**config.mk**
```make
export PLATFORM = sky130hd
export DESIGN_NAME = hex_scan_ctrl
export DESIGN_NICKNAME = d
export VERILOG_FILES = /design/src/rtl/hex_scan_ctrl.sv
export SDC_FILE = /design/constraint.sdc
export NUM_CORES = 1
export LEC_CHECK = 0
export BUFFER_PORTS_ARGS = -buffer_cell sky130_fd_sc_hd__buf_2
export CORE_ASPECT_RATIO = 1.2
export CORE_MARGIN = 1.5
export CORE_UTILIZATION = 58
export CTS_BUF_LIST = sky130_fd_sc_hd__clkbuf_16
export DETAILED_ROUTE_END_ITERATION = 8
export GPL_ROUTABILITY_DRIVEN = 0
export PLACE_DENSITY = 0.91
export REMOVE_ABC_BUFFERS = 1
export SKIP_LAST_GASP = 1
export SYNTH_ARGS = -nofsm -noshare
export SYNTH_HDL_FRONTEND = slang
export SYNTH_SLANG_ARGS = --single-unit
```
**constraint.sdc**
```tcl
create_clock -name clk_i -period 3.9 [get_ports clk_i]
set_input_delay 0.78 -clock clk_i [delete_from_list [all_inputs] [get_ports clk_i]]
set_output_delay 0.78 -clock clk_i [all_outputs]
set_load 0.01 [all_outputs]
```
**src/rtl/hex_scan_ctrl.sv**
```systemverilog
// hex_scan_ctrl: eight-digit multiplexed hex display scanner.
// Writes land in a shadow register and are promoted to the displayed (active) registers only at
// a frame boundary, so a frame never shows a mix of old and new contents.
// Optional feature: define HEX_SCAN_LZB_EN to enable leading-zero blanking.
module hex_scan_ctrl #(
  parameter int unsigned DIV = 50000
) (
  input  logic        clk_i,
  input  logic        rst_i,
  input  logic        we_i,
  input  logic [31:0] data_i,
  input  logic [7:0]  mask_i,
  output logic [7:0]  an_o,
  output logic [6:0]  seg_o,
  output logic        pending_o,
  output logic        frame_o
);

  localparam logic [15:0] CntMax = 16'(DIV - 1);

  // Prescaler and scan position
  logic [15:0] cnt_q, cnt_d;
  logic [2:0]  idx_q, idx_d;
  logic        tick;
  logic        boundary;

  // Double-buffered display contents
  logic [31:0] shadow_data_q, shadow_data_d;
  logic [7:0]  shadow_mask_q, shadow_mask_d;
  logic [31:0] active_data_q, active_data_d;
  logic [7:0]  active_mask_q, active_mask_d;
  logic        pending_q, pending_d;
  logic        frame_q, frame_d;

  // Digit decode
  logic [31:0] shifted_data;
  logic [3:0]  nibble;
  logic [6:0]  hex_seg;
  logic        shown;

  assign tick     = (cnt_q == CntMax);
  assign boundary = tick && (idx_q == 3'd7);

  // Prescaler wraps at DIV-1; the digit index advances on each tick.
  always_comb begin
    cnt_d = cnt_q + 16'd1;
    idx_d = idx_q;
    if (tick) begin
      cnt_d = 16'd0;
      idx_d = idx_q + 3'd1;
    end
  end

  // Shadow capture, promotion at the frame boundary and frame pulse.
  always_comb begin
    shadow_data_d = shadow_data_q;
    shadow_mask_d = shadow_mask_q;
    active_data_d = active_data_q;
    active_mask_d = active_mask_q;
    pending_d     = pending_q;
    frame_d       = boundary;

    // Promotion uses the pre-write shadow, so a write on the boundary cycle stays pending.
    if (boundary && pending_q) begin
      active_data_d = shadow_data_q;
      active_mask_d = shadow_mask_q;
      pending_d     = 1'b0;
    end

    if (we_i) begin
      shadow_data_d = data_i;
      shadow_mask_d = mask_i;
      pending_d     = 1'b1;
    end
  end

  // State registers with asynchronous active-high reset.
  always_ff @(posedge clk_i or posedge rst_i) begin
    if (rst_i) begin
      cnt_q         <= 16'd0;
      idx_q         <= 3'd0;
      shadow_data_q <= 32'd0;
      shadow_mask_q <= 8'h00;
      active_data_q <= 32'd0;
      active_mask_q <= 8'h00;
      pending_q     <= 1'b0;
      frame_q       <= 1'b0;
    end else begin
      cnt_q         <= cnt_d;
      idx_q         <= idx_d;
      shadow_data_q <= shadow_data_d;
      shadow_mask_q <= shadow_mask_d;
      active_data_q <= active_data_d;
      active_mask_q <= active_mask_d;
      pending_q     <= pending_d;
      frame_q       <= frame_d;
    end
  end

  assign pending_o = pending_q;
  assign frame_o   = frame_q;

  // Select the nibble for the digit currently being scanned.
  assign shifted_data = active_data_q >> {idx_q, 2'b00};
  assign nibble       = shifted_data[3:0];

  // Hex to active-low seven-segment pattern, bit0 = a ... bit6 = g.
  always_comb begin
    hex_seg = 7'h7F;
    case (nibble)
      4'h0: hex_seg = 7'h40;
      4'h1: hex_seg = 7'h79;
      4'h2: hex_seg = 7'h24;
      4'h3: hex_seg = 7'h30;
      4'h4: hex_seg = 7'h19;
      4'h5: hex_seg = 7'h12;
      4'h6: hex_seg = 7'h02;
      4'h7: hex_seg = 7'h78;
      4'h8: hex_seg = 7'h00;
      4'h9: hex_seg = 7'h10;
      4'hA: hex_seg = 7'h08;
      4'hB: hex_seg = 7'h03;
      4'hC: hex_seg = 7'h46;
      4'hD: hex_seg = 7'h21;
      4'hE: hex_seg = 7'h06;
      4'hF: hex_seg = 7'h0E;
      default: hex_seg = 7'h7F;
    endcase
  end

`ifdef HEX_SCAN_LZB_EN
  // upper_nz[k] is set when any active nibble k..7 is non-zero.
  logic [7:0] upper_nz;

  // Leading-zero detection, accumulated from the most significant nibble down.
  always_comb begin
    upper_nz    = 8'h00;
    upper_nz[7] = |active_data_q[31:28];
    for (int k = 6; k >= 0; k--) begin
      upper_nz[k] = upper_nz[k+1] | (|active_data_q[4*k +: 4]);
    end
  end

  // Digit 0 always follows the mask so a zero value still shows a single 0.
  assign shown = active_mask_q[idx_q] && ((idx_q == 3'd0) || upper_nz[idx_q]);
`else
  assign shown = active_mask_q[idx_q];
`endif

  // Drive the selected anode low and its segments, or blank everything.
  always_comb begin
    an_o  = 8'hFF;
    seg_o = 7'h7F;
    if (shown) begin
      an_o  = ~(8'b1 << idx_q);
      seg_o = hex_seg;
    end
  end

endmodule

```
==> impl_metrics.json <==
{
  "outcome": "finished, final reports clean",
  "vias_per_cell": 5.59,
  "final-setup-viol-count": 0,
  "grt_use_met1_pct": 29.1,
  "ios": 60,
  "clkSlewWorstSetupHoldPaths_ns": 0.07,
  "use_met2_pct": 38.9,
  "p_per_area_mw_per_mm2": 383,
  "fp.dieH_um": 103,
  "numCtsBuffers": 9,
  "r2r_cells": 5,
  "grt_remaining_overflow": 0,
  "antenna_found_initial": 0,
  "n_fill_cell": 550,
  "rsz0062_at_grt": "false",
  "area_growth_pct": 12.3,
  "drc": 0,
  "grt_max_degree": 52,
  "wl_per_cell_um": 18.0,
  "clockBufferDepth": 2,
  "fmax_mhz": 273,
  "crit_fanout": 11,
  "syn_avg_cell_area_um2": 14.1,
  "syn_area_mm2": 0.00488,
  "grt_pass1_vias": 2970,
  "relSlewSlack_pct": 40.9,
  "synth.distinct_cells": 48,
  "yosysSeqAreaShare_pct": 51.8,
  "drv_cap": 0,
  "drt-total-wl_mm": 9.37,
  "r2r-start": "idx_q[0]$_DFFE_PP0N_",
  "ir_drop_mv": 0.256,
  "arrival_ns": 2.89,
  "netlist_instances": 345,
  "p_leak_uw": 0.00252,
  "core_mm2": 0.00815,
  "grt_pass1_wl_mm": 15.3,
  "post-route-util_pct": 67.2,
  "rrSetupSlack_ns": 1.52,
  "initial_core_util_pct": 59.8,
  "cts_root_buffer": "clkbuf_16",
  "n_antenna_cell": 0,
  "placementRows": 36,
  "vias": 2911,
  "period_needed_ns": 3.67,
  "critPathKind": "reg2out",
  "grt_busiest_layer": "met2",
  "fin_crit_sh_pct": 94.1,
  "die_w_um": 86.7,
  "nets": 458,
  "drtPass1Iterations": 4,
  "slew_violations": 0,
  "worst_setup_path_start_kind": "register",
  "async_flop_share_pct": 100,
  "drt-initial-drc-count": 203,
  "worst-endpoint-required_ns": 3.12,
  "cts_setup_buffers": 0,
  "hold_path_class": "in2async",
  "reg2reg_to": "active_data_q[2]$_DFFE_PP0P_",
  "ys_seq_elements": 101,
  "p_total_uw": 2100,
  "hold_viol": 0,
  "htree_levels": 3,
  "yosys_warnings": 0,
  "endpoint_kind": "output port",
  "synth-edff-count": 0,
  "setup_tns_ns": 0,
  "die-area_mm2": 0.00897,
  "cts_tree": "yes",
  "fin_skew_ns": 0.00571,
  "ant_nets": 0,
  "clk_latency_ns": 0.34,
  "gr-usage-all-layers_pct": 22.8,
  "tightest_slew_ns": 0.887,
  "cts.sinks": 101,
  "io_buffers": 59,
  "ys.flop_type": "dfrtp_1",
  "grt_use_met3_pct": 4.29,
  "dp_hpwl_mm": 6.31,
  "drive_above_1_share_pct": 43.0
}
## synthesized netlist by cell type, types with 2 or more instances
cell type / instances / share of area [%]
dfrtp_1: 101 / 52
mux2_2: 40 / 9.2
mux2_4: 40 / 12
nand2_1: 25 / 1.9
nor2_1: 16 / 1.2
ha_1: 13 / 3.3
xor2_1: 9 / 1.6
mux2i_1: 8 / 1.6
inv_1: 7 / 0.54
mux4_2: 7 / 3.2
nand3_1: 6 / 0.62
nor3_1: 6 / 0.62
mux2_1: 5 / 1.2
xnor2_1: 5 / 0.90
buf_1: 4 / 0.31
buf_12: 4 / 1.6
o221ai_1: 4 / 0.72
buf_6: 3 / 0.69
nand4_1: 3 / 0.38
nor2b_1: 3 / 0.38
o21ai_0: 3 / 0.31
a21o_1: 2 / 0.31
a21oi_1: 2 / 0.21
and3_1: 2 / 0.26
and4_1: 2 / 0.36
buf_4: 2 / 0.31
clkbuf_1: 2 / 0.15
## cells by family after synthesis
| kind of cell | count (synthesis) | synth area share [%] |
|---|---|---|
| AND/OR/NAND/NOR | 71 | 7.06 |
| buffers and inverters | 26 | 4.21 |
| adder cells (fa/ha/maj) | 13 | 3.34 |
| flip-flops | 101 | 51.8 |
| XOR/XNOR | 14 | 2.51 |
| AO/OA/AOI/OAI | 19 | 3.03 |
| multiplexers | 101 | 28.0 |
## power by group
group / leakage [uW] / switching (uW) / total, uW / internal (uW)
combinational: 0.00108 / 43.0 / 97.3 / 54.3
clock: 0.000142 / 389 / 888 / 499
sequential: 0.00130 / 24.8 / 1110 / 1090
## worst max path at each step
stage	slack, ns	to	start
2_1_floorplan	0.47	active_data_q[0]$_DFFE_PP0P_	rst_i
3_3_place_gp	0.78	seg_o[3]	idx_q[2]$_DFFE_PP0N_
3_5_place_dp	0.66	seg_o[3]	idx_q[2]$_DFFE_PP0N_
4_1_cts	0.11	seg_o[3]	idx_q[2]$_DFFE_PP0N_
5_1_grt	0.08	seg_o[3]	idx_q[2]$_DFFE_PP0N_
6_report	0.23	seg_o[3]	idx_q[2]$_DFFE_PP0N_
## metal layers
| layer | up-vias | part of all wire (%) |
|---|---|---|
| met1 | 1481 | 41 |
| met5 | - | 0 |
| met2 | 85 | 52 |
| met4 | 0 | 2.6 |
| li1 | 1325 | - |
| met3 | 20 | 4.2 |
## what timing repair did
| action | CTS | global route |
|---|---|---|
| gates resized for setup | 0 | 2 |
| setup endpoints to repair | 0 | 1 |
| hold buffers | 0 | 0 |
## sequential cells by signal, summed over array words and instances, names as in the netlist
signal and flops:
active_mask_q 8, idx_q 3, frame_o 1, cnt_q 16, pending_o 1, active_data_q 32, shadow_mask_q 8, shadow_data_q 32
## layout make-up
cell class | count | area, um^2 | share of cell area (%)
Sequential cell | 101 | 2530 | 46.2
Multi-Input combinational cell | 218 | 2140 | 39.2
Timing Repair Buffer | 63 | 325 | 5.94
Clock buffer | 9 | 225 | 4.11
Tap cell | 114 | 143 | 2.60
Clock inverter | 7 | 72.6 | 1.33
Inverter | 9 | 36.3 | 0.663
## layout by cell type (no fill, tap or decap), drive strengths merged, types with 9 or more instances in the layout
cell type / instances
mux2i: 9
nand2: 26
buf: 63
nor2: 16
inv: 10
ha: 13
clkbuf: 9
xor2: 9
mux2: 85
dfrtp: 101
## stage by stage
stage	hold slack (ns)	instances	cell area [um^2]	worst slack [ns]
global route	0.526	521	5480	0.0798
global placement	0.489	505	5180	0.784
CTS	0.514	521	5470	0.111
finish	0.509	521	5480	0.232
floorplan	0.464	328	4710	0.473
detailed placement	0.489	505	5180	0.662
## worst max-delay path: stages (launching register included)
cell,delay (ns)
dfrtp_2,0.51
mux4_2,0.53
nand2_1,0.08
nand2_1,0.15
ha_1,0.25
a21boi_1,0.15
a2111oi_0,0.59
a31oi_1,0.12
buf_2,0.18
No activity file was read; power rests on OpenSTA's default activity.
